`src/rtl/core_bus_arbiter_pkg.sv`:
```
// Shared definitions for the core bus arbiter: FSM states and master indices.
package core_bus_arbiter_pkg;

   typedef enum logic [2:0] {
      IDLE  = 3'd0,
      ADDR  = 3'd1,
      RDATA = 3'd2,
      WDATA = 3'd3,
      WRESP = 3'd4
   } arb_state_e;

   // Port 0 is instruction fetch, port 1 is the data cache / LSU.
   localparam logic MST_I = 1'b0;
   localparam logic MST_D = 1'b1;

   // One-hot per-master strobe for a granted index.
   function automatic logic [1:0] mst_onehot(input logic idx);
      return idx ? 2'b10 : 2'b01;
   endfunction

endpackage

```
`src/rtl/core_bus_arbiter_if.sv`:
```
// Signal bundle between the two cache controllers, the arbiter and the AXI bridge.
// Handshake rule for every valid/ready pair: a transfer happens on a rising clk
// edge where both are high; a raised valid holds with a stable payload until that
// edge; ready may depend combinationally on valid.
interface core_bus_arbiter_if #(
   parameter int DATA_WIDTH = 32,
   parameter int LEN_WIDTH  = 8
);
   // requester side (0 = I-fetch, 1 = D-cache/LSU)
   logic [1:0]                   m_req_valid_i;
   logic [1:0]                   m_req_ready_o;
   logic [1:0]                   m_req_write_i;
   logic [1:0][31:0]             m_req_addr_i;
   logic [1:0][LEN_WIDTH-1:0]    m_req_len_i;
   logic [1:0][1:0]              m_req_size_i;
   logic [1:0]                   m_wvalid_i;
   logic [1:0]                   m_wready_o;
   logic [1:0][DATA_WIDTH-1:0]   m_wdata_i;
   logic [1:0][DATA_WIDTH/8-1:0] m_wstrb_i;
   logic [1:0]                   m_wlast_i;
   logic [1:0]                   m_rvalid_o;
   logic [DATA_WIDTH-1:0]        m_rdata_o;
   logic                         m_rlast_o;
   logic [1:0]                   m_bvalid_o;
   logic                         flush_i;
   // bridge side
   logic                         bus_req_valid_o;
   logic                         bus_req_ready_i;
   logic                         bus_req_write_o;
   logic [31:0]                  bus_req_addr_o;
   logic [LEN_WIDTH-1:0]         bus_req_len_o;
   logic [1:0]                   bus_req_size_o;
   logic                         bus_wvalid_o;
   logic                         bus_wready_i;
   logic [DATA_WIDTH-1:0]        bus_wdata_o;
   logic [DATA_WIDTH/8-1:0]      bus_wstrb_o;
   logic                         bus_wlast_o;
   logic                         bus_rvalid_i;
   logic [DATA_WIDTH-1:0]        bus_rdata_i;
   logic                         bus_rlast_i;
   logic                         bus_bvalid_i;
   logic                         bus_busy_o;

   // arbiter view
   modport slave (
      input  m_req_valid_i, m_req_write_i, m_req_addr_i, m_req_len_i, m_req_size_i,
             m_wvalid_i, m_wdata_i, m_wstrb_i, m_wlast_i, flush_i,
             bus_req_ready_i, bus_wready_i, bus_rvalid_i, bus_rdata_i, bus_rlast_i,
             bus_bvalid_i,
      output m_req_ready_o, m_wready_o, m_rvalid_o, m_rdata_o, m_rlast_o, m_bvalid_o,
             bus_req_valid_o, bus_req_write_o, bus_req_addr_o, bus_req_len_o,
             bus_req_size_o, bus_wvalid_o, bus_wdata_o, bus_wstrb_o, bus_wlast_o,
             bus_busy_o
   );

   // environment view (requesters plus bridge)
   modport master (
      output m_req_valid_i, m_req_write_i, m_req_addr_i, m_req_len_i, m_req_size_i,
             m_wvalid_i, m_wdata_i, m_wstrb_i, m_wlast_i, flush_i,
             bus_req_ready_i, bus_wready_i, bus_rvalid_i, bus_rdata_i, bus_rlast_i,
             bus_bvalid_i,
      input  m_req_ready_o, m_wready_o, m_rvalid_o, m_rdata_o, m_rlast_o, m_bvalid_o,
             bus_req_valid_o, bus_req_write_o, bus_req_addr_o, bus_req_len_o,
             bus_req_size_o, bus_wvalid_o, bus_wdata_o, bus_wstrb_o, bus_wlast_o,
             bus_busy_o
   );
endinterface

```
`src/rtl/core_bus_arb_pick.sv`:
```
// Two-way priority select: D-side wins unless I-side has been starved too long.
module core_bus_arb_pick
   import core_bus_arbiter_pkg::*;
(
   input  logic [1:0] req,
   input  logic       starve,
   output logic       idx,
   output logic       valid
);

   // D beats I, except when the starvation limit is reached and I is waiting
   always_comb begin
      valid = |req;
      idx   = MST_D;
      if (!req[MST_D] || (starve && req[MST_I])) idx = MST_I;
   end

endmodule

```
`src/rtl/core_bus_arbiter.sv`:
```
// Shares the core-side cache bus between I-fetch (port 0) and D-cache (port 1).
// Grant is held for a whole burst; write data is passed straight through, read
// beats are steered to the winner, and I-side reads can be silently drained
// after a frontend redirect.
module core_bus_arbiter
   import core_bus_arbiter_pkg::*;
#(
   parameter int STARVE_LIMIT = 4,
   parameter int DATA_WIDTH   = 32,
   parameter int LEN_WIDTH    = 8
) (
   input  logic                clk,
   input  logic                rst_n,
   core_bus_arbiter_if.slave   io,
   output arb_state_e          dbg_state_o
);

   localparam int            CW    = $clog2(STARVE_LIMIT + 1);
   localparam logic [CW-1:0] LIMIT = CW'(STARVE_LIMIT);

   arb_state_e             state;
   logic                   grant;
   logic [CW-1:0]          starve_cnt;
   logic                   drop;
   logic                   wr_q;
   logic [1:0]             bvalid_q;
   logic [31:0]            addr_q;
   logic [LEN_WIDTH-1:0]   len_q;
   logic [1:0]             size_q;

   logic                   pick_idx;
   logic                   pick_valid;
   logic                   read_flush;
   logic                   w_valid;
   logic [1:0]             r_valid;
   logic [DATA_WIDTH-1:0]  wdata_sel;
   logic [DATA_WIDTH/8-1:0] wstrb_sel;

   core_bus_arb_pick u_pick (
      .req    (io.m_req_valid_i),
      .starve (starve_cnt == LIMIT),
      .idx    (pick_idx),
      .valid  (pick_valid)
   );

   // A redirect while the I-side owns a read turns the rest of it into a drain
   assign read_flush = io.flush_i && (grant == MST_I) && !wr_q;

   // Control FSM: grant, starvation counter, drain flag and completion pulse
   always_ff @(posedge clk or negedge rst_n) begin
      if (!rst_n) begin
         state      <= IDLE;
         grant      <= MST_I;
         starve_cnt <= '0;
         drop       <= 1'b0;
         wr_q       <= 1'b0;
         bvalid_q   <= '0;
      end else begin
         bvalid_q <= '0;
         case (state)
            IDLE: begin
               drop <= pick_valid && (pick_idx == MST_I) &&
                       !io.m_req_write_i[MST_I] && io.flush_i;
               if (pick_valid) begin
                  grant <= pick_idx;
                  wr_q  <= io.m_req_write_i[pick_idx];
                  state <= ADDR;
                  if (pick_idx == MST_I)
                     starve_cnt <= '0;
                  else if (io.m_req_valid_i[MST_I] && starve_cnt != LIMIT)
                     starve_cnt <= starve_cnt + CW'(1);
               end
            end
            ADDR: begin
               if (read_flush) drop <= 1'b1;
               if (io.bus_req_ready_i) state <= wr_q ? WDATA : RDATA;
            end
            RDATA: begin
               if (read_flush) drop <= 1'b1;
               if (io.bus_rvalid_i && io.bus_rlast_i) begin
                  state <= IDLE;
                  drop  <= 1'b0;
               end
            end
            WDATA: begin
               if (w_valid && io.bus_wready_i && io.m_wlast_i[grant]) state <= WRESP;
            end
            WRESP: begin
               if (io.bus_bvalid_i) begin
                  bvalid_q <= mst_onehot(grant);
                  state    <= IDLE;
               end
            end
            default: state <= IDLE;
         endcase
      end
   end

   // Capture the winner's request fields at grant time
   always_ff @(posedge clk) begin
      if (state == IDLE && pick_valid) begin
         addr_q <= io.m_req_addr_i[pick_idx];
         len_q  <= io.m_req_len_i[pick_idx];
         size_q <= io.m_req_size_i[pick_idx];
      end
   end

   // Output steering; request ready is also masked while reset is held
   always_comb begin
      w_valid   = (state == WDATA) && io.m_wvalid_i[grant];
      wdata_sel = io.m_wdata_i[grant];
      wstrb_sel = io.m_wstrb_i[grant];
      r_valid   = '0;
      if (state == RDATA && io.bus_rvalid_i && !drop && !read_flush)
         r_valid = mst_onehot(grant);

      io.m_req_ready_o = '0;
      if (rst_n && state == IDLE && pick_valid) io.m_req_ready_o = mst_onehot(pick_idx);

      io.m_wready_o = '0;
      if (state == WDATA && io.bus_wready_i) io.m_wready_o = mst_onehot(grant);

      io.m_rvalid_o      = r_valid;
      io.m_rdata_o       = io.bus_rdata_i;
      io.m_rlast_o       = io.bus_rlast_i && (|r_valid);
      io.m_bvalid_o      = bvalid_q;

      io.bus_req_valid_o = (state == ADDR);
      io.bus_req_write_o = wr_q;
      io.bus_req_addr_o  = addr_q;
      io.bus_req_len_o   = len_q;
      io.bus_req_size_o  = size_q;
      io.bus_wvalid_o    = w_valid;
      io.bus_wdata_o     = wdata_sel;
      io.bus_wstrb_o     = wstrb_sel;
      io.bus_wlast_o     = io.m_wlast_i[grant];
      io.bus_busy_o      = (state != IDLE);
      dbg_state_o        = state;
   end

endmodule

```
`src/flat_wrapper.sv`:
```
// flat-port wrapper written by rule: the top's interface ports become plain ports
module core_bus_arbiter_flat import core_bus_arbiter_pkg::*;
#(
   parameter int STARVE_LIMIT = 4,
   parameter int DATA_WIDTH   = 32,
   parameter int LEN_WIDTH    = 8
)
  (clk, rst_n, dbg_state_o, io_m_req_valid_i, io_m_req_write_i, io_m_req_addr_i, io_m_req_len_i, io_m_req_size_i, io_m_wvalid_i, io_m_wdata_i, io_m_wstrb_i, io_m_wlast_i, io_flush_i, io_bus_req_ready_i, io_bus_wready_i, io_bus_rvalid_i, io_bus_rdata_i, io_bus_rlast_i, io_bus_bvalid_i, io_m_req_ready_o, io_m_wready_o, io_m_rvalid_o, io_m_rdata_o, io_m_rlast_o, io_m_bvalid_o, io_bus_req_valid_o, io_bus_req_write_o, io_bus_req_addr_o, io_bus_req_len_o, io_bus_req_size_o, io_bus_wvalid_o, io_bus_wdata_o, io_bus_wstrb_o, io_bus_wlast_o, io_bus_busy_o);
  core_bus_arbiter_if #(.DATA_WIDTH(DATA_WIDTH), .LEN_WIDTH(LEN_WIDTH)) io_i ();
  input  logic clk;
  input  logic rst_n;
  output arb_state_e dbg_state_o;
  input wire logic [$bits(io_i.m_req_valid_i)-1:0] io_m_req_valid_i;
  input wire logic [$bits(io_i.m_req_write_i)-1:0] io_m_req_write_i;
  input wire logic [$bits(io_i.m_req_addr_i)-1:0] io_m_req_addr_i;
  input wire logic [$bits(io_i.m_req_len_i)-1:0] io_m_req_len_i;
  input wire logic [$bits(io_i.m_req_size_i)-1:0] io_m_req_size_i;
  input wire logic [$bits(io_i.m_wvalid_i)-1:0] io_m_wvalid_i;
  input wire logic [$bits(io_i.m_wdata_i)-1:0] io_m_wdata_i;
  input wire logic [$bits(io_i.m_wstrb_i)-1:0] io_m_wstrb_i;
  input wire logic [$bits(io_i.m_wlast_i)-1:0] io_m_wlast_i;
  input wire logic [$bits(io_i.flush_i)-1:0] io_flush_i;
  input wire logic [$bits(io_i.bus_req_ready_i)-1:0] io_bus_req_ready_i;
  input wire logic [$bits(io_i.bus_wready_i)-1:0] io_bus_wready_i;
  input wire logic [$bits(io_i.bus_rvalid_i)-1:0] io_bus_rvalid_i;
  input wire logic [$bits(io_i.bus_rdata_i)-1:0] io_bus_rdata_i;
  input wire logic [$bits(io_i.bus_rlast_i)-1:0] io_bus_rlast_i;
  input wire logic [$bits(io_i.bus_bvalid_i)-1:0] io_bus_bvalid_i;
  output wire logic [$bits(io_i.m_req_ready_o)-1:0] io_m_req_ready_o;
  output wire logic [$bits(io_i.m_wready_o)-1:0] io_m_wready_o;
  output wire logic [$bits(io_i.m_rvalid_o)-1:0] io_m_rvalid_o;
  output wire logic [$bits(io_i.m_rdata_o)-1:0] io_m_rdata_o;
  output wire logic [$bits(io_i.m_rlast_o)-1:0] io_m_rlast_o;
  output wire logic [$bits(io_i.m_bvalid_o)-1:0] io_m_bvalid_o;
  output wire logic [$bits(io_i.bus_req_valid_o)-1:0] io_bus_req_valid_o;
  output wire logic [$bits(io_i.bus_req_write_o)-1:0] io_bus_req_write_o;
  output wire logic [$bits(io_i.bus_req_addr_o)-1:0] io_bus_req_addr_o;
  output wire logic [$bits(io_i.bus_req_len_o)-1:0] io_bus_req_len_o;
  output wire logic [$bits(io_i.bus_req_size_o)-1:0] io_bus_req_size_o;
  output wire logic [$bits(io_i.bus_wvalid_o)-1:0] io_bus_wvalid_o;
  output wire logic [$bits(io_i.bus_wdata_o)-1:0] io_bus_wdata_o;
  output wire logic [$bits(io_i.bus_wstrb_o)-1:0] io_bus_wstrb_o;
  output wire logic [$bits(io_i.bus_wlast_o)-1:0] io_bus_wlast_o;
  output wire logic [$bits(io_i.bus_busy_o)-1:0] io_bus_busy_o;
  assign io_i.m_req_valid_i = io_m_req_valid_i;
  assign io_i.m_req_write_i = io_m_req_write_i;
  assign io_i.m_req_addr_i = io_m_req_addr_i;
  assign io_i.m_req_len_i = io_m_req_len_i;
  assign io_i.m_req_size_i = io_m_req_size_i;
  assign io_i.m_wvalid_i = io_m_wvalid_i;
  assign io_i.m_wdata_i = io_m_wdata_i;
  assign io_i.m_wstrb_i = io_m_wstrb_i;
  assign io_i.m_wlast_i = io_m_wlast_i;
  assign io_i.flush_i = io_flush_i;
  assign io_i.bus_req_ready_i = io_bus_req_ready_i;
  assign io_i.bus_wready_i = io_bus_wready_i;
  assign io_i.bus_rvalid_i = io_bus_rvalid_i;
  assign io_i.bus_rdata_i = io_bus_rdata_i;
  assign io_i.bus_rlast_i = io_bus_rlast_i;
  assign io_i.bus_bvalid_i = io_bus_bvalid_i;
  assign io_m_req_ready_o = io_i.m_req_ready_o;
  assign io_m_wready_o = io_i.m_wready_o;
  assign io_m_rvalid_o = io_i.m_rvalid_o;
  assign io_m_rdata_o = io_i.m_rdata_o;
  assign io_m_rlast_o = io_i.m_rlast_o;
  assign io_m_bvalid_o = io_i.m_bvalid_o;
  assign io_bus_req_valid_o = io_i.bus_req_valid_o;
  assign io_bus_req_write_o = io_i.bus_req_write_o;
  assign io_bus_req_addr_o = io_i.bus_req_addr_o;
  assign io_bus_req_len_o = io_i.bus_req_len_o;
  assign io_bus_req_size_o = io_i.bus_req_size_o;
  assign io_bus_wvalid_o = io_i.bus_wvalid_o;
  assign io_bus_wdata_o = io_i.bus_wdata_o;
  assign io_bus_wstrb_o = io_i.bus_wstrb_o;
  assign io_bus_wlast_o = io_i.bus_wlast_o;
  assign io_bus_busy_o = io_i.bus_busy_o;
  core_bus_arbiter #(.STARVE_LIMIT(STARVE_LIMIT), .DATA_WIDTH(DATA_WIDTH), .LEN_WIDTH(LEN_WIDTH)) u_core (.clk(clk), .rst_n(rst_n), .io(io_i), .dbg_state_o(dbg_state_o));
endmodule
```
`config.mk`:
```
export PLATFORM = sky130hd
export DESIGN_NAME = core_bus_arbiter_flat
export DESIGN_NICKNAME = d
export VERILOG_FILES = /design/src/rtl/core_bus_arbiter_pkg.sv /design/src/rtl/core_bus_arbiter_if.sv /design/src/rtl/core_bus_arb_pick.sv /design/src/rtl/core_bus_arbiter.sv /design/src/flat_wrapper.sv
export SDC_FILE = /design/constraint.sdc
export NUM_CORES = 1
export LEC_CHECK = 0
export ABC_AREA = 1
export BUFFER_PORTS_ARGS = -buffer_cell sky130_fd_sc_hd__buf_2
export CAP_MARGIN = 40
export CORE_AREA = 2 2 129 131
export DETAILED_ROUTE_END_ITERATION = 8
export DIE_AREA = 0 0 131 133
export PLACE_DENSITY = 0.54
export SETUP_SLACK_MARGIN = 0.4
export SLEW_MARGIN = 20
export SYNTH_ARGS = -nofsm -noshare
export SYNTH_HDL_FRONTEND = slang
export SYNTH_HIERARCHICAL = 1
export SYNTH_SLANG_ARGS = --single-unit
```
`constraint.sdc`:
```
create_clock -name clk -period 4.1 [get_ports clk]
set_clock_uncertainty 0.15 [all_clocks]
set_input_delay 0.82 -clock clk [delete_from_list [all_inputs] [get_ports clk]]
set_output_delay 0.82 -clock clk [all_outputs]
set_load 0.03 [all_outputs]
```
Yosys cells after proc, flatten, opt, wreduce, memory -nomap -nowiden
Cells that the tools add are included.

operators by class
  magnitude comparators = 2
  bitwise logic cells = 1
  reduce and logical (&&, ||, !) cells = 34
  $add $sub $neg = 1
  mux-type cells = 36
  equal/unequal tests = 11

operators with widths
  kind                                                                          number
  32-bit two-way mux                                                            4
  3-bit two-way mux                                                             7
  1-bit logical AND                                                             19
  2-bit two-way mux                                                             9
  8-bit two-way mux                                                             2
  3-bit case mux with 5 select lines                                            1
  1-bit two-way mux                                                             10
  4-bit two-way mux                                                             2
  3-bit by 2-bit equality test with 1-bit output, second input constant         2
  3-bit equality test, second input constant                                    2
  2-bit by 1-bit inequality test with 1-bit output, second input constant       3
  3-bit nonzero test                                                            2
  1-bit logical NOT                                                             5
  5-bit AND reduction                                                           1
  1-bit by 2-bit less-than comparator with 1-bit output, second input constant  2
  2-bit inequality test, second input constant                                  2
  2-bit OR reduction                                                            2
  3-bit by 1-bit adder with 3-bit output, second input constant                 1
  3-bit by 1-bit equality test with 1-bit output, second input constant         1
  3-bit logical NOT                                                             1
  3-bit inequality test, second input constant                                  1
  1-bit case mux with 3 select lines                                            1
  3-bit AND reduction                                                           1
  2-bit AND reduction                                                           1
  3 further kinds                                                               3

word-level totals
  output and inout port bits = 127
  flip-flop bits (word level) = 53
  bits of input ports = 204

Longest topological paths before layout
Gate-level depths: netlist (run 1).

  depth in word-level cells = 8
  gate-level depth with buffers = 10
  gate-level depth less buffers = 10

Modules after synthesis
Netlist (run 1), hierarchy kept.

modules (own cells, without submodules)
  module             sequential area each (um^2)  cells each  instances  area an instance (um^2)
  core_bus_arbiter   1536.5                       429         1          3184.3
  core_bus_arb_pick  0.0                          3           1          15.0

Worst setup path after synthesis (run 1)
Ideal clock, no wire load.

  path type = input port to output port
  start = input port io_m_req_valid_i[1]
  end = output port io_m_req_ready_o[1]
  cell stages on the path = 5
  slack = 0.969 ns
  buffers on the path = 0
  arrival time = 2.161 ns
  path through = or2_1 -> nand3_4 -> inv_2 -> nand2_1 -> nor2_1

on the way
  longest elaborated chain between the ends = 4

ends and longest elaborated chain
  item                 RTL line                    text
  start: declaration   flat_wrapper.sv:13          input wire logic [$bits(io_i.m_req_valid_i)-1:0] io_m_req_valid_i;
  1-bit logical NOT    core_bus_arb_pick.sv:15     if (!req[MST_D] || (starve && req[MST_I])) idx = MST_I;
  1-bit logical OR     core_bus_arb_pick.sv:15
  2-bit two-way mux    core_bus_arbiter_pkg.sv:18  return idx ? 2'b10 : 2'b01;
  2-bit two-way mux *  core_bus_arbiter.sv:118     if (rst_n && state == IDLE && pick_valid) io.m_req_ready_o = mst_onehot(pick_idx);
  end: declaration     flat_wrapper.sv:29          output wire logic [$bits(io_i.m_req_ready_o)-1:0] io_m_req_ready_o;

Every way passes the cells marked *; elsewhere a longest branch is shown, timed or not.

Worst setup path in the final report (run 1)
  start = register u_core.grant
  end = output port io_m_rvalid_o[1]

on the way
  longest elaborated chain between the ends = 6

ends and longest elaborated chain
  item                             RTL line                 text
  start: declaration               core_bus_arbiter.sv:22   logic grant;
  start signal: assignment         core_bus_arbiter.sv:65   grant <= pick_idx;
  1-bit NOT                        core_bus_arbiter.sv:47   assign read_flush = io.flush_i && (grant == MST_I) && !wr_q;
  1-bit logical AND (2 in series)  core_bus_arbiter.sv:47
  1-bit logical NOT                core_bus_arbiter.sv:114  if (state == RDATA && io.bus_rvalid_i && !drop && !read_flush)
  1-bit logical AND                core_bus_arbiter.sv:114
  2-bit two-way mux *              core_bus_arbiter.sv:114
  end: declaration                 flat_wrapper.sv:31       output wire logic [$bits(io_i.m_rvalid_o)-1:0] io_m_rvalid_o;

Marked as above.

==> results of run 1 <==
[power breakdown]
part | internal (mW) | switching (mW)
sequential | 0.808 | 0.0669
combinational | 0.448 | 1.31
clock | 0.228 | 0.196
total | 1.48 | 1.57
[cell type report]
| cell class | instances | area share |
|---|---|---|
| diodes | 1 | 0.000536 |
| clock buffers | 5 | 0.0268 |
| clock inverters | 3 | 0.00456 |
| inverters | 20 | 0.0161 |
| multi-input cells | 309 | 0.274 |
| flip-flops and latches | 53 | 0.329 |
| well taps | 220 | 0.0589 |
| repair buffers | 269 | 0.290 |
[per-stage QoR]
step / hold slack, ps / instance area (µm²)
after detailed placement: 401 / 4520
final: 249 / 4670
after floorplan: 369 / 3200
after CTS: 255 / 4670
after global placement: 391 / 4520
after global routing: 269 / 4670
[layer usage]
layer,vias to the layer above,share of wire,track usage
met5,-,0,0
met1,1454,0.40,0.140
met4,0,0.034,0.0544
met3,39,0.066,0.0243
met2,138,0.50,0.218
li1,1765,-,-
[critical path, cell delays in order, from the launching register on]
cell and delay [ps]:
dfrtp_1 390, inv_2 510, nand3_1 190, nand4_1 200
nor2_1 50, buf_2 200
[registers in the layout (all words and copies together) (netlist names)]
register	cells
u_core/dbg_state_o	3
u_core/drop	1
u_core/grant	1
u_core/io.bus_req_addr_o	32
u_core/io.bus_req_len_o	8
u_core/io.bus_req_size_o	2
u_core/io.bus_req_write_o	1
u_core/io.m_bvalid_o	2
u_core/starve_cnt	3
[cells by family after synthesis]
| logic type | Yosys count |
|---|---|
| adders and majority gates | 2 |
| xor gates and xnor gates | 1 |
| DFF | 53 |
| and+or+nand+nor | 296 |
| AOI/OAI and AO/OA | 10 |
| buffers and inverters | 70 |
[worst min-delay path by stage]
| stage | from | endpoint | depth (start not counted) |
|---|---|---|---|
| final | rst_n | u_core/io.m_bvalid_o[0]$_DFF_PN0_ | 1 |
| after global routing | rst_n | u_core/io.m_bvalid_o[0]$_DFF_PN0_ | 1 |
| after floorplan | rst_n | u_core/dbg_state_o[0]$_DFFE_PN0P_ | 0 |
| after detailed placement | u_core/starve_cnt[2]$_DFFE_PN0P_ | u_core/starve_cnt[2]$_DFFE_PN0P_ | 2 |
| after CTS | rst_n | u_core/io.m_bvalid_o[1]$_DFF_PN0_ | 1 |
| after global placement | u_core/starve_cnt[1]$_DFFE_PN0P_ | u_core/starve_cnt[1]$_DFFE_PN0P_ | 2 |
[layout by cell type, fill, tap and decap left out, drive strengths merged, types with 2 or more instances in the layout]
cell type | Yosys | routed
nand2 | 263 | 263
nand4 | 2 | 2
nand3 | 13 | 13
o21ai | 6 | 6
a21oi | 3 | 3
buf | 41 | 269
nor2 | 11 | 11
edfxtp | 42 | 42
dfrtp | 11 | 11
ha | 2 | 2
nor3 | 6 | 6
clkbuf | 9 | 5
inv | 20 | 21
==> key figures, run 1 <==
Final layout
  – Area of the multi-input gates: 1280 µm²
  – Area growth syn-to-layout: 46.0%
  – Fill count: 1822
  – Non-filler cells, final: 880
  – Layout cells sized above 1: 0.437
  – Final nets: 864
  – Fin util: 0.289
  – Register area: 1540 µm²

GRT
  – Largest net degree at the start of global routing: 45
  – Number of global-route vias before repair: 3210
  – GRT Overall Usage: 0.123
  – Total gr overflow: 0
  – Initial antenna violation count: 1
  – Global-route wire length before repair: 16400 µm

Logic synthesis
  – Synth area leader: edfxtp_1
  – Syn Inst Count: 432
  – #FFs+latches synth: 53
  – Post-synthesis simple-gate area fraction: 0.370
  – Post-synth EDFFs: 42
  – Synth Area in XOR/XNOR: 0.00274
  – Synth Area in Adders: 0.00782
  – Top_reg_cell synth: edfxtp_1
  – Post-synth top cells: nand2_1 (263), edfxtp_1 (42), buf_4 (32)
  – Compound-gate portion of the synthesized area: 0.0164
  – Part of the Yosys area used for sequential elements: 0.480
  – Syn_area_per_cell: 7.41 µm²
  – Synth top area share: 0.394
  – Post-synth cell types: 22
  – Count leader, synth: nand2_1
  – Largest cells by area after synthesis: edfxtp_1 (39%), nand2_1 (31%), dfrtp_1 (8.6%)
  – Mux share of post-synthesis cell area: 0
  – Post-synthesis net count: 638
  – Synthesis Warnings: 6
  – Synthesized area: 3200 µm²
  – Async SR Flop Fraction: 0.208
  – Largest family of logic cells by synthesized area: simple AND/OR/NAND/NOR gates

STA
  – Fin crit share: 0.690
  – Fin worst setup slack: 1270 ps
  – Worst slew pin tran: 762 ps
  – Tmin final: 2830 ps
  – Aggregate negative setup slack: 0 ps
  – Final setup viols: 0
  – RSZ-0062 raised after global routing: false
  – Final hold vios: 0
  – Final Max Tran Viols: 0
  – Slew headroom: 0.491
  – FMAX: 0.354 GHz

Drt
  – Antenna-violating nets left: 0
  – Drt first pass iters: 4
  – Final WL: 11600 µm
  – Remaining DRCs: 0
  – 1st-iter DRT viols: 142
  – Vias: 3396
  – Vias per inst: 3.86
  – Post-DR wirelength/cell: 13.2 µm

Pwr
  – Power Total: 3.05 mW
  – Pleak: 2.68 nW
  – Max VDD drop: 0.288 mV
  – Power Dens Cells: 654 nW/µm²

Critical path
  – FF-to-FF Start: u_core/starve_cnt[0]$_DFFE_PN0P_
  – CP endpoint: io_m_rvalid_o[1]
  – Reg2reg path depth: 10
  – CP Capture Type: output port
  – Critical path origin: u_core/grant$_DFFE_PN0P_
  – Reg2reg end: u_core/starve_cnt[0]$_DFFE_PN0P_
  – Critical path peak fanout: 43
  – R2R setup slack: 1790 ps
  – Worst Setup Start Kind: flip-flop
  – WP data required: 3130 ps
  – CP Class: flip-flop to output port
  – CP Data Arrival Time: 1860 ps

Clocking
  – Worst-Skew Late Latency: 290 ps
  – Worst-path clk slew: 70 ps
  – Post_cts resized: 0
  – Setup Fix Bufs, Post-CTS: 0
  – Clock tree buffer depth: 2
  – Root buf cell: clkbuf_16
  – Htree depth: 2
  – Clk sinks: 53
  – TritonCTS buffer count: 5
  – CTS tree: built
  – Hold_buf cts: 0

Floorplan
  – IO Count: 331
  – Rows: 47
  – Die Wd: 131 µm
  – Initial Util: 0.198
  – Core ar.: 16200 µm²
  – Die Span Y: 133 µm
  – Die ar.: 17400 µm²

Run
  – Max_cap viols: 0

Status
  – Status: complete, no violations

Min path
  – Min-delay worst type: primary input to async pin

Place
  – Dpl cells: 871
  – DP HPWL: 9240 µm
  – IO buf count: 266
  – GPL Wtd Cong: 0.756
  – Pre-CTS WS: 1440 ps
Note: power is estimated with default switching activity, not from simulation.
==> inputs of run 2 (changes only) <==
- ABC_AREA: 1 -> 0
- CORE_AREA: 2 2 129 131 -> 2 2 130 132
- DIE_AREA: 0 0 131 133 -> 0 0 132 134
- PLACE_DENSITY: 0.54 -> 0.53
- clock period: 4.1 -> 2.7 ns (I/O delays scaled with it)
==> run 2 against run 1 <==
  * Clock power grew 95%
  * Die area grew 1.5%
  * Synthesized area shrank 0.16%
  * Critical path type is now primary input to output port
==> key figures, run 2 <==
Status
  – Status: complete, no violations (unchanged)

Final layout
  – Final nets: 695 (was 864)
  – Commonest non-fill, non-tap cell in the layout: buf_2 (unchanged)
  – Fill count: 1689 (was 1822)
  – Max FFs per register: 32 (unchanged)
  – Non-filler cells, final: 710 (was 880)
  – Layout cells sized above 1: 0.798 (was 0.437)
  – Most frequent cells in the layout: buf_2 (260), mux2_2 (79), edfxtp_1 (42) (was buf_2 (266), nand2_1 (263), edfxtp_1 (42))
  – Diode count: 0 (was 1)
  – Area growth syn-to-layout: 55.8% (was 46.0%)
  – Design Area, Final: 4980 µm² (was 4670 µm²)

Logic synthesis
  – Syn_area_per_cell: 13.1 µm² (was 7.41 µm²)
  – Synth Area in XOR/XNOR: 0 (was 0.00274)
  – Post-synth top cells: mux2_2 (79), edfxtp_1 (42), buf_4 (32) (was nand2_1 (263), edfxtp_1 (42), buf_4 (32))
  – Synthesized area: 3190 µm² (was 3200 µm²)
  – Post-synthesis net count: 449 (was 638)
  – #FFs+latches synth: 53 (unchanged)
  – Synth area leader: edfxtp_1 (unchanged)
  – Count leader, synth: mux2_2 (was nand2_1)
  – Mux share of post-synthesis cell area: 0.288 (was 0)
  – Async SR Flop Fraction: 0.208 (unchanged)
  – Syn Inst Count: 243 (was 432)
  – Synthesis Warnings: 6 (unchanged)
  – Post-synthesis simple-gate area fraction: 0.0725 (was 0.370)
  – Part of the Yosys area used for sequential elements: 0.481 (was 0.480)
  – Largest family of logic cells by synthesized area: multiplexers (was simple AND/OR/NAND/NOR gates)
  – Post-synth EDFFs: 42 (unchanged)
  – Compound-gate portion of the synthesized area: 0.0419 (was 0.0164)
  – Post-synth cell types: 42 (was 22)
  – Top_reg_cell synth: edfxtp_1 (unchanged)
  – Largest cells by area after synthesis: edfxtp_1 (39%), mux2_2 (28%), dfrtp_1 (8.6%) (was edfxtp_1 (39%), nand2_1 (31%), dfrtp_1 (8.6%))
  – Synth Area in Adders: 0.00783 (was 0.00782)
  – Synth top area share: 0.395 (was 0.394)

Floorplan
  – Die Wd: 132 µm (was 131 µm)
  – IO Count: 331 (unchanged)
  – Rows: 47 (unchanged)
  – Initial Util: 0.196 (was 0.198)
  – Die Span Y: 134 µm (was 133 µm)
  – Core ar.: 16300 µm² (was 16200 µm²)
  – Die ar.: 17700 µm² (was 17400 µm²)

Pwr
  – Internal: 2.71 mW (was 1.48 mW)
  – Pleak: 2.33 nW (was 2.68 nW)
  – Max VDD drop: 0.392 mV (was 0.288 mV)
  – Power Dens Cells: 941 nW/µm² (was 654 nW/µm²)
  – Sequential power share: 0.278 (was 0.287)
  – Comb pwr share: 0.545 (was 0.575)
  – Sw Ratio: 0.421 (was 0.514)
  – Net switching power: 1.97 mW (was 1.57 mW)
  – Clock share of power: 0.176 (was 0.139)

GRT
  – Number of global-route vias before repair: 3019 (was 3210)
  – Global-route wire length before repair: 15200 µm (was 16400 µm)
  – GRT Overall Usage: 0.107 (was 0.123)
  – Initial antenna violation count: 0 (was 1)
  – Largest net degree at the start of global routing: 49 (was 45)
  – Total gr overflow: 0 (unchanged)

Critical path
  – CP Class: primary input to output port (was flip-flop to output port)
  – Top Family by Delay on Critical Path: simple AND/OR/NAND/NOR gates (was buffers and inverters)
  – CP Data Arrival Time: 1690 ps (was 1860 ps)
  – Critical path peak fanout: 4 (was 43)
  – Buf/Inv on CP: 2 (unchanged)
  – Reg2reg path depth: 9 (was 10)
  – R2R setup slack: 480 ps (was 1790 ps)
  – Crit-path max cell delay: 550 ps (was 510 ps)
  – WP data required: 2010 ps (was 3130 ps)
  – Crit path depth: 5 (unchanged)
  – Critical-path cell list: buf_2 > or2_1 > or4b_4 > nor3b_4 > buf_6 (was inv_2 > nand3_1 > nand4_1 > nor2_1 > buf_2)
  – Slowest-stage cell, CP: or4b_4 (was inv_2)
  – Worst Setup Start Kind: primary input (was flip-flop)
  – CP Capture Type: output port (unchanged)

Clocking
  – TritonCTS buffer count: 5 (unchanged)
  – Root buf cell: clkbuf_16 (unchanged)
  – Worst-path clk slew: 70 ps (about the same)
  – Clk sinks: 53 (unchanged)
  – Worst-Skew Late Latency: 290 ps (about the same)
  – Clock tree buffer depth: 2 (unchanged)
  – CTS tree: built (unchanged)
  – Htree depth: 2 (unchanged)

STA
  – Worst slew pin tran: 603 ps (was 762 ps)
  – Aggregate negative setup slack: 0 ps (unchanged)
  – Slew headroom: 0.597 (was 0.491)
  – Fin crit share: 0.880
  – Final hold vios: 0 (unchanged)
  – Tmin final: 2380 ps
  – Final setup viols: 0 (unchanged)
  – FMAX: 0.421 GHz
  – Final Max Tran Viols: 0 (unchanged)
  – RSZ-0062 raised after global routing: true (was false)

Drt
  – Drt first pass iters: 3 (was 4)
  – 1st-iter DRT viols: 98 (was 142)
  – Vias per inst: 4.00 (was 3.86)
  – Antenna-violating nets left: 0 (unchanged)
  – Remaining DRCs: 0 (unchanged)
  – Vias: 2837 (was 3396)
  – Post-DR wirelength/cell: 14.6 µm (was 13.2 µm)
  – Final WL: 10400 µm (was 11600 µm)

Run
  – Max_cap viols: 0 (unchanged)

Place
  – DP HPWL: 7910 µm (was 9240 µm)
  – IO buf count: 266 (unchanged)
  – GPL Wtd Cong: 0.777 (was 0.756)
  – Dpl cells: 688 (was 871)
  – Placed cell area: 4580 µm² (was 4520 µm²)

Min path
  – Min-delay worst type: primary input to flip-flop (was primary input to async pin)
  – Hold path cells: 3
==> run 2: final cells by class <==
| type | count | area, µm² | share of cell area |
|---|---|---|---|
| Sequential cell | 53 | 1540 | 0.309 |
| Timing Repair Buffer | 286 | 1560 | 0.314 |
| Inverter | 3 | 23.8 | 0.00478 |
| Tap cell | 220 | 275 | 0.0553 |
| Clock buffer | 5 | 125 | 0.0251 |
| Multi-Input combinational cell | 140 | 1380 | 0.278 |
| Clock inverter | 3 | 65.1 | 0.0131 |
==> run 2: power groups by stage <==
stage / clock network, mW / logic [mW] / registers [mW]
CTS: 0.870 / 2.48 / 1.31
floorplan: 0 / 1.42 / 1.69
finish: 0.826 / 2.55 / 1.30
global placement: 0 / 2.32 / 1.34
global route: 0.892 / 2.72 / 1.33
detailed placement: 0 / 2.35 / 1.35
==> run 2: kinds of logic after synthesis <==
kind of cell / count (synthesis)
multiplexers: 82
flip-flops: 53
adder cells (fa/ha/maj): 2
AO/OA/AOI/OAI: 19
buffers and inverters: 50
AND/OR/NAND/NOR: 37
==> run 2: path summary, 6_finish.rpt <==
check / from / endpoint
worst max-delay path: io_m_req_valid_i[1] / io_m_req_ready_o[0]
worst min-delay path: io_bus_bvalid_i / u_core/io.m_bvalid_o[0]$_DFF_PN0_
worst max register to register: u_core/starve_cnt[0]$_DFFE_PN0P_ / u_core/io.bus_req_addr_o[2]$_DFFE_PP_
worst min register to register: u_core/starve_cnt[0]$_DFFE_PN0P_ / u_core/starve_cnt[0]$_DFFE_PN0P_
max in group asynchronous: rst_n / u_core/dbg_state_o[2]$_DFFE_PN0P_
min in group asynchronous: rst_n / u_core/drop$_DFFE_PN0P_
==> run 2: worst register-to-register path: stages (launching register included) <==
cell,delay (ps)
dfrtp_1,390
inv_1,60
ha_1,200
and2_4,140
a21boi_4,120
buf_4,160
buf_4,170
buf_4,130
buf_4,130
mux2_2,320
==> run 2: metrics by stage <==
stage          total power [mW]  hold WS [ps]   util  setup WS, ps
2_1_floorplan              3.11          94.4      -           257
3_3_place_gp               3.67           283  0.281           192
3_5_place_dp               3.71           303  0.281           182
6_report                   4.68           364  0.306           324
5_1_grt                    4.95           386  0.306           251
4_1_cts                    4.66           351  0.300           289
==> run 2: what timing repair did <==
item / 4_1_cts / 5_1_grt
endpoints found under the setup margin: 35 / 50
hold buffers: 1 / 0
setup buffers: 10 / 2
gates cloned: 0 / 1
pin swaps: 4 / 2
resized for setup: 9 / 14
hold endpoints to repair: 11 / 0
==> run 2: per-layer routing <==
layer / vias up / part of all wire / GRT usage / routed length, µm
li1: 1361 / - / - / -
met1: 1316 / 0.37 / 0.120 / 3900
met2: 122 / 0.53 / 0.195 / 5550
met3: 38 / 0.063 / 0.0246 / 659
met4: 0 / 0.028 / 0.0453 / 294
met5: - / 0 / 0 / 0
==> inputs of run 3 (changes only) <==
- BUFFER_PORTS_ARGS: -buffer_cell sky130_fd_sc_hd__buf_2 -> not set
- CORE_AREA: 2 2 130 132 -> 2 2 127 129
- DIE_AREA: 0 0 132 134 -> 0 0 129 131
- DONT_BUFFER_PORTS: not set -> 1
- PLACE_DENSITY: 0.53 -> 0.37
==> run 3 against run 2 <==
  * Sequential share of layout area up 12 points
  * Via count down 33%
  * Largest power group unchanged
  * Fmax up 1.6%
  * Critical endpoint unchanged
  * Clock-buffer cell count unchanged
  * Core utilization down 7.6 points
==> key figures, run 3 (synthesized netlist as in run 2, its figures left out) <==
STA
  – Worst hold slack: 243 ps (was 364 ps)
  – RSZ-0062 raised after global routing: true (unchanged)
  – Aggregate negative setup slack: 0 ps (unchanged)
  – Slew headroom: 0.617 (was 0.597)
  – Worst slew pin tran: 572 ps (was 603 ps)
  – Final hold vios: 0 (unchanged)
  – Final Max Tran Viols: 0 (unchanged)
  – Final setup viols: 0 (unchanged)
  – Fin crit share: 0.867 (was 0.880)
  – Tmin final: 2340 ps (was 2380 ps)
  – FMAX: 0.427 GHz (was 0.421 GHz)

Pwr
  – Clock share of power: 0.173 (was 0.176)
  – Pleak: 1.24 nW (was 2.33 nW)
  – Power Dens Cells: 1170 nW/µm² (was 941 nW/µm²)
  – Comb pwr share: 0.430 (was 0.545)
  – Net switching power: 1.88 mW (was 1.97 mW)
  – Max VDD drop: 0.360 mV (was 0.392 mV)
  – Sw Ratio: 0.448 (was 0.421)
  – Sequential power share: 0.397 (was 0.278)
  – Internal: 2.32 mW (was 2.71 mW)
  – Power Total: 4.20 mW (was 4.68 mW)

Place
  – GPL Wtd Cong: 0.651 (was 0.777)
  – IO buf count: 0 (was 266)
  – DP HPWL: 6900 µm (was 7910 µm)
  – Placed cell area: 3270 µm² (was 4580 µm²)
  – Dpl cells: 424 (was 688)

Final layout
  – Commonest non-fill, non-tap cell in the layout: mux2_2 (was buf_2)
  – Diode count: 0 (unchanged)
  – Final nets: 434 (was 695)
  – Fill count: 1668 (was 1689)
  – Area growth syn-to-layout: 12.1% (was 55.8%)
  – Layout cells sized above 1: 0.572 (was 0.798)
  – Most frequent cells in the layout: mux2_2 (79), edfxtp_1 (42), buf_4 (19) (was buf_2 (260), mux2_2 (79), edfxtp_1 (42))
  – Max FFs per register: 32 (unchanged)
  – Non-filler cells, final: 445 (was 710)
  – Design Area, Final: 3580 µm² (was 4980 µm²)

Clocking
  – Root buf cell: clkbuf_16 (unchanged)
  – Clk sinks: 53 (unchanged)
  – TritonCTS buffer count: 5 (unchanged)
  – Htree depth: 2 (unchanged)
  – Worst-path clk slew: 70 ps (about the same)
  – CTS tree: built (unchanged)
  – Clock tree buffer depth: 2 (unchanged)
  – Worst-Skew Late Latency: 290 ps (about the same)

Floorplan
  – IO Count: 331 (unchanged)
  – Die ar.: 16900 µm² (was 17700 µm²)
  – Die Span Y: 131 µm (was 134 µm)
  – Rows: 46 (was 47)
  – Initial Util: 0.205 (was 0.196)
  – Die Wd: 129 µm (was 132 µm)
  – Core ar.: 15600 µm² (was 16300 µm²)

Status
  – Status: complete, no violations (unchanged)

GRT
  – Largest net degree at the start of global routing: 47 (was 49)
  – Global-route wire length before repair: 11800 µm (was 15200 µm)
  – GRT Overall Usage: 0.0968 (was 0.107)
  – Number of global-route vias before repair: 1926 (was 3019)
  – Total gr overflow: 0 (unchanged)
  – Initial antenna violation count: 0 (unchanged)

Critical path
  – Critical path peak fanout: 4 (unchanged)
  – Worst Setup Start Kind: flip-flop (was primary input)
  – Critical path origin: u_core/dbg_state_o[1]$_DFFE_PN0P_ (was io_m_req_valid_i[1])
  – CP Class: flip-flop to output port (was primary input to output port)
  – CP Capture Type: output port (unchanged)
  – FF-to-FF Start: u_core/starve_cnt[0]$_DFFE_PN0P_ (unchanged)
  – WP data required: 2010 ps (about the same)
  – CP Data Arrival Time: 1650 ps (was 1690 ps)

Drt
  – Remaining DRCs: 0 (unchanged)
  – Antenna-violating nets left: 0 (unchanged)
  – Vias per inst: 4.24 (was 4.00)
  – Final WL: 8960 µm (was 10400 µm)
  – Vias: 1888 (was 2837)
  – 1st-iter DRT viols: 80 (was 98)
  – Drt first pass iters: 4 (was 3)
  – Post-DR wirelength/cell: 20.1 µm (was 14.6 µm)

Run
  – Max_cap viols: 0 (unchanged)

Min path
  – Critical hold path startpoint: io_bus_bvalid_i (unchanged)
  – Min-delay worst type: primary input to flip-flop (unchanged)
-- run 3: cell count changes in the layout (fill, tap and decap cells not counted), moves of 2 or more --
cell and delta:
nor3b_1 +2, buf_2 -260, buf_4 +2, and3_2 +2
and3_1 -2
-- run 3: power groups by stage --
stage | Clock, mW | Combinational (mW) | Sequential [mW]
floorplan | 0 | 1.42 | 1.69
global placement | 0 | 1.64 | 1.71
detailed placement | 0 | 1.65 | 1.70
CTS | 0.767 | 1.77 | 1.68
global route | 0.800 | 1.95 | 1.70
finish | 0.728 | 1.81 | 1.67
-- run 3: worst paths after layout --
path                                                           to  slack, ps  cells past startpoint
max in group asynchronous       u_core/dbg_state_o[0]$_DFFE_PN0P_       1460                      1
hold / removal                  u_core/io.m_bvalid_o[0]$_DFF_PN0_        240                      2
hold reg to reg                  u_core/starve_cnt[0]$_DFFE_PN0P_        380                      1
setup / recovery                              io_m_req_ready_o[0]        360                      3
setup reg to reg           u_core/io.bus_req_addr_o[31]$_DFFE_PP_        500                      7
min in group asynchronous        u_core/starve_cnt[0]$_DFFE_PN0P_        530                      1
-- run 3: repair_timing --
action                                 4_1_cts  5_1_grt
hold buffers                                 1        0
endpoints found under the hold margin       11        0
setup endpoints to repair                   45       59
pin swaps                                    3        3
resized for setup                           11        4
setup buffers                                7        4
gates cloned                                 1        0
-- run 3: area by class of cell --
cell class	instances	area [µm²]	area share
repair inverters	1	8.76	0.00245
repair buffers	24	206	0.0577
clock buffers	5	125	0.0349
flip-flops and latches	53	1540	0.430
multi-input cells	140	1370	0.381
inverters	3	23.8	0.00664
clock inverters	3	41.3	0.0115
well taps	216	270	0.0755
-- run 3: routing by layer --
metal  global-route usage  vias to the layer above  part of all wire  wire length, µm
met5                    0                        -                 0                0
met4               0.0467                        0             0.030              265
met3               0.0301                       27             0.065              578
met2                0.147                      113              0.50             4450
met1                0.126                      914              0.41             3670
li1                     -                      834                 -                -
-- run 3: per-stage QoR --
| stage | util | setup WS, ps |
|---|---|---|
| floorplan | - | 257 |
| CTS | 0.227 | 289 |
| global placement | 0.210 | 364 |
| detailed placement | 0.210 | 358 |
| finish | 0.230 | 360 |
| global route | 0.230 | 292 |
-- run 3: critical path, stage by stage, from the launching register on --
cell	delay, ps
dfrtp_2	410
or4b_4	590
nor3b_2	180
buf_4	180
